===== config.mk =====
export PLATFORM = sky130hd
export DESIGN_NAME = bcd_seg_scanner
export DESIGN_NICKNAME = d
export VERILOG_FILES = /design/src/rtl/bcd_seg_scanner.sv
export SDC_FILE = /design/constraint.sdc
export NUM_CORES = 1
export LEC_CHECK = 0
export CELL_PAD_IN_SITES_DETAIL_PLACEMENT = 0
export CELL_PAD_IN_SITES_GLOBAL_PLACEMENT = 1
export CORE_UTILIZATION = 25
export CTS_CLUSTER_SIZE = 25
export DETAILED_ROUTE_END_ITERATION = 7
export PLACE_DENSITY_LB_ADDON = 0.3
export SLEW_MARGIN = 20
export SYNTH_ARGS = -nofsm -noshare
export SYNTH_HDL_FRONTEND = slang
export SYNTH_SLANG_ARGS = --single-unit

===== constraint.sdc =====
create_clock -name clk -period 3 [get_ports clk]
set_input_delay 0.6 -clock clk [delete_from_list [all_inputs] [get_ports clk]]
set_output_delay 0.6 -clock clk [all_outputs]
set_load 0.02 [all_outputs]

===== src/rtl/bcd_seg_scanner.sv =====
// bcd_seg_scanner
// Latches a packed BCD word and drives a time-multiplexed seven-segment display,
// one digit per scan slot. A free-running prescaler sets the slot length; on each
// slot boundary the glyph and anode for the current digit are registered onto the
// pins and the digit index advances. Optional leading-zero blanking and a dash
// glyph for nibbles 10..15.

module bcd_seg_scanner #(
    parameter int DIGITS     = 3,
    parameter int SCAN_DIV   = 50000,
    parameter bit ACTIVE_LOW = 1'b1
) (
    input  logic                clk,
    input  logic                rst,
    input  logic [4*DIGITS-1:0] bcdValue,
    input  logic                load,
    input  logic                blankEn,
    output logic [6:0]          seg,
    output logic [DIGITS-1:0]   an
);

    localparam int IDX_W = (DIGITS > 1) ? $clog2(DIGITS) : 1;
    localparam int CNT_W = (SCAN_DIV > 1) ? $clog2(SCAN_DIV) : 1;

    localparam logic [IDX_W-1:0]  IDX_LAST = IDX_W'(DIGITS - 1);
    localparam logic [CNT_W-1:0]  CNT_LAST = CNT_W'(SCAN_DIV - 1);
    localparam logic [6:0]        SEG_OFF  = ACTIVE_LOW ? 7'h7F : 7'h00;
    localparam logic [DIGITS-1:0] AN_OFF   = ACTIVE_LOW ? {DIGITS{1'b1}} : {DIGITS{1'b0}};
    localparam logic [6:0]        SEG_POL  = {7{ACTIVE_LOW}};
    localparam logic [DIGITS-1:0] AN_POL   = {DIGITS{ACTIVE_LOW}};

    logic [4*DIGITS-1:0] snapshot;
    logic [CNT_W-1:0]    scanCount;
    logic [IDX_W-1:0]    digitIdx;
    logic                tick;
    logic [3:0]          curNibble;
    logic [DIGITS-1:0]   curAnode;
    logic                upperZero;
    logic                curBlank;
    logic [6:0]          curGlyph;

    // Seven-segment glyph in active-high {g,f,e,d,c,b,a} form; non-decimal shows a dash.
    function automatic logic [6:0] decodeGlyph(input logic [3:0] nibble);
        logic [6:0] g;
        case (nibble)
            4'd0:    g = 7'h3F;
            4'd1:    g = 7'h06;
            4'd2:    g = 7'h5B;
            4'd3:    g = 7'h4F;
            4'd4:    g = 7'h66;
            4'd5:    g = 7'h6D;
            4'd6:    g = 7'h7D;
            4'd7:    g = 7'h07;
            4'd8:    g = 7'h7F;
            4'd9:    g = 7'h6F;
            default: g = 7'h40;
        endcase
        return g;
    endfunction

    // Snapshot register: bcdValue is only trusted while load is high (upstream may float).
    always_ff @(posedge clk) begin
        if (rst)
            snapshot <= '0;
        else if (load)
            snapshot <= bcdValue;
    end

    // Prescaler: counts 0..SCAN_DIV-1 and wraps; the last count marks a slot boundary.
    always_ff @(posedge clk) begin
        if (rst)
            scanCount <= '0;
        else if (scanCount == CNT_LAST)
            scanCount <= '0;
        else
            scanCount <= scanCount + CNT_W'(1);
    end

    assign tick = (scanCount == CNT_LAST);

    // Select the current digit's nibble and its one-hot anode (active-high form).
    always_comb begin
        curNibble = 4'd0;
        curAnode  = '0;
        for (int i = 0; i < DIGITS; i++) begin
            if (digitIdx == IDX_W'(i)) begin
                curNibble   = snapshot[4*i +: 4];
                curAnode[i] = 1'b1;
            end
        end
    end

    // True when every digit from the current index up to the most significant is zero.
    always_comb begin
        upperZero = 1'b1;
        for (int j = 0; j < DIGITS; j++) begin
            if ((IDX_W'(j) >= digitIdx) && (snapshot[4*j +: 4] != 4'd0))
                upperZero = 1'b0;
        end
    end

    // Digit 0 always shows, so an all-zero value still reads "0".
    assign curBlank = blankEn && (digitIdx != '0) && upperZero;
    assign curGlyph = decodeGlyph(curNibble);

    // Scan: on each slot boundary register the current digit onto the pins and advance.
    always_ff @(posedge clk) begin
        if (rst) begin
            digitIdx <= '0;
            seg      <= SEG_OFF;
            an       <= AN_OFF;
        end else if (tick) begin
            if (curBlank) begin
                seg <= SEG_OFF;
                an  <= AN_OFF;
            end else begin
                seg <= curGlyph ^ SEG_POL;
                an  <= curAnode ^ AN_POL;
            end
            if (digitIdx == IDX_LAST)
                digitIdx <= '0;
            else
                digitIdx <= digitIdx + IDX_W'(1);
        end
    end

endmodule


==> summary.md <==
| Metric | Value |
|---|---|
| Outcome | completed |
| CTS buffer count | 5 |
| Non-Filler Instances | roughly 340 |
| Crit Path Max Fanout | 16 |
| Syn nets | roughly 240 |
| Worst-Margin Slew | between 0.7 and 0.8 ns |
| Pre-CTS setup slack | approximately 0.70 ns |
| WL met1 | between 2000 and 2500 µm |
| Vias | 1,588 |
| CP cell instances | or4bb_1, or4_1, nand2b_1, nor2_1 |
| Bufs and invs on worst path | 0 |
| Most used DFF post-synth | dfxtp_1 |
| WHS | approximately 0.47 ns |
| Multi-input logic area | 0.001042 mm² |
| Synth area leader | dfxtp_1 |
| Commonest non-fill, non-tap cell in the layout | dfxtp_1 |
| Synth cell types | 42 |
| Hold Path Cell Cnt | 1 |
| Pwr dens | 418.3 mW/mm² |
| Proportion of layout cells with a drive suffix above 1 | under 10% |
| Delay of the slowest cell on the worst path | ~0.64 ns |
| Post-route ant nets | 0 |
| Drt total wl | around 4300 µm |
| DRC | 0 |
| Die height | between 80 and 90 µm |
| Synth warn | 0 |
| Cells after DPL | ~330 |
| Startpoint types | flop |
| Area growth syn-to-layout | 22.16% |
| DR pass1 iterations | 4 |
| CP Data Arrival Time | roughly 2.4 ns |
| Max cap viols | 0 |
| Clock tree buffer depth | 2 |
| Count of final hold-check violations | 0 |
| Ys async rst share | 0% |
| Seq cells post-synth | 40 |
| Port-buffer cells | 25 |
| Top sig layer | met4 |
| Cts repair resizes | 0 |
| CP endpoint kind | flop |
| Final max-slew violation count | 0 |
| Worst-skew pair later-pin latency | 0.29 ns |
| Number of synthesized flops with an enable pin | 0 |
| Syn Inst Count | 217 |
| CP delay by family, top | simple AND/OR/NAND/NOR gates |
| Average wire per standard cell | 12.60 µm |
| Fill cells | between 700 and 800 |
| Setup Skew | a little under 0.008 ns |
| Register area | ~800 µm² |
| Inserted Diodes | 0 |
| Grt ovf | 0 |
| LEAKAGE | between 0.8 and 0.9 nW |
| TNS Setup | 0 ns |
| Worst Path Class, Setup | flop to flop |
| Post-route worst setup slack | between 0.7 and 0.8 ns |
| H-tree depth | 2 |
| Die area | 0.008078 mm² |
| CTS Hold Bufs | 0 |
| Starting density of the core | about a quarter |
| Worst vdd ir | around 0.00015 V |
| Met2 Routed Length | just over 2000 µm |
| Clock root cell | clkbuf_8 |
| Area of the mapped netlist | roughly 0.0019 mm² |
| CTS tree | done |
| Reg2reg path depth | 4 |
| Unrepaired setup endpoints after global routing | no |
| Vias per cell | approximately 4.7 |
| Pin count of the biggest net entering global routing | 27 |
| Global-route wire length before repair | between 7000 and 8000 µm |
| Setup repair bufs after CTS | 0 |
| Die X | ~90 µm |
| Core Area | around 0.0074 mm² |
| Routability Congestion | 0.7864 |
| DP Wirelength | 3069 µm |
| I/O pin cnt | 26 |
| Worst endpoint required time | between 3 and 4 ns |
| Most frequent cells in the layout | dfxtp_1, nor2_1, clkdlybuf4s50_1 |
| Number of global-route vias before repair | ~1,600 |
| Hold Path Class | flop to flop |
| Top-area cell type share of the netlist area | ~41% |
| Sequential-to-total area share from yosys stat | 41.48% |
| Slowest cell on crit path | or4_1 |
| Initial antenna violation count | 0 |
| Met3 wire len | around 120 µm |
| Final min period | roughly 2.3 ns |
| Layout Nets | around 260 |
| Crit. path cell count | 4 |
| Final period util | about three quarters |
| Fmax | approximately 440 MHz |
| CTS sink count | 40 |
| Setup Viol. Count Final | 0 |
| Syn_area_per_cell | around 8.9 µm² |
| CTS clock-pin slew for the worst setup and hold paths | ~0.08 ns |
| DRT iter0 DRCs | 67 |
| Row count | 31 |
| Gr usage total | between 10 and 15% |
| Slew margin rel. | 52.50% |
| Top post-synthesis cells by area | dfxtp_1, mux2i_1, nor2_1 |
-- worst reg2reg max path: stages, from the launching register on --
cell and delay (ns):
dfxtp_1 0.35, or4bb_1 0.51, or4_1 0.64, nand2b_1 0.51
nor2_1 0.11
-- synthesized netlist by cell type (all sizes together) (3+ instances only) --
cell / instances
nor2: 37
a211oi: 5
nor3: 10
o21ai: 3
a41oi: 5
nand2: 10
o21bai: 3
buf: 7
nor4: 7
nand4: 3
inv: 10
mux2i: 19
nand3: 5
ha: 6
xnor2: 13
a21oi: 3
dfxtp: 40
clkbuf: 5
-- routing by layer --
layer	vias to the layer above	global-route usage, %
met5	-	0
met2	19	19.42
met1	758	14.71
li1	806	-
met4	0	3.226
met3	5	2.792
-- layout make-up --
type / count / share of cell area [%]
sequential: 40 / 33.95
multi-input combinational: 154 / 44.19
clock buffer: 6 / 3.077
inverter: 11 / 1.751
tap: 99 / 5.252
timing repair buffer: 28 / 11.57
clock inverter: 1 / 0.2122
-- report_power, final --
part	switching, mW	leakage, nW	internal, mW
Clock	0.184	0.0410	0.158
Sequential	0.0104	0.326	0.544
Combinational	0.0444	0.483	0.0460
Total	0.239	0.850	0.748
-- metrics by stage --
step                      instance area [µm²]  util (%)  total power, mW
after global placement                   2281     30.95           0.6583
final                                    2359     32.00           0.9866
after detailed placement                 2281     30.95           0.6582
after global routing                     2359     32.00            1.040
after CTS                                2359     32.00            1.005
after floorplan                          1931         -           0.6222
-- flip-flops by register name (all words and copies together) (netlist names) --
register	count
seg	7
an	3
digitIdx	2
snapshot	12
scanCount	16
-- path summary, 6_finish.rpt --
kind            startpoint            to  slack (ns)
min reg2reg   scanCount[0]  scanCount[0]        0.47
max reg2reg  scanCount[12]  scanCount[2]        0.74
min           scanCount[0]  scanCount[0]        0.47
max          scanCount[12]  scanCount[2]        0.74
-- logic make-up (layout without fill, tap and decap cells) --
group | after synthesis | in the layout | synth area share [%]
and+or+nand+nor | 83 | 83 | 20.67
DFF | 40 | 40 | 41.48
AOI/OAI and AO/OA | 31 | 31 | 12.31
buffers and inverters | 23 | 46 | 4.861
muxes | 20 | 20 | 10.43
xor gates and xnor gates | 14 | 14 | 6.351
adders and majority gates | 6 | 6 | 3.888
No activity file was read; power rests on OpenSTA's default activity.
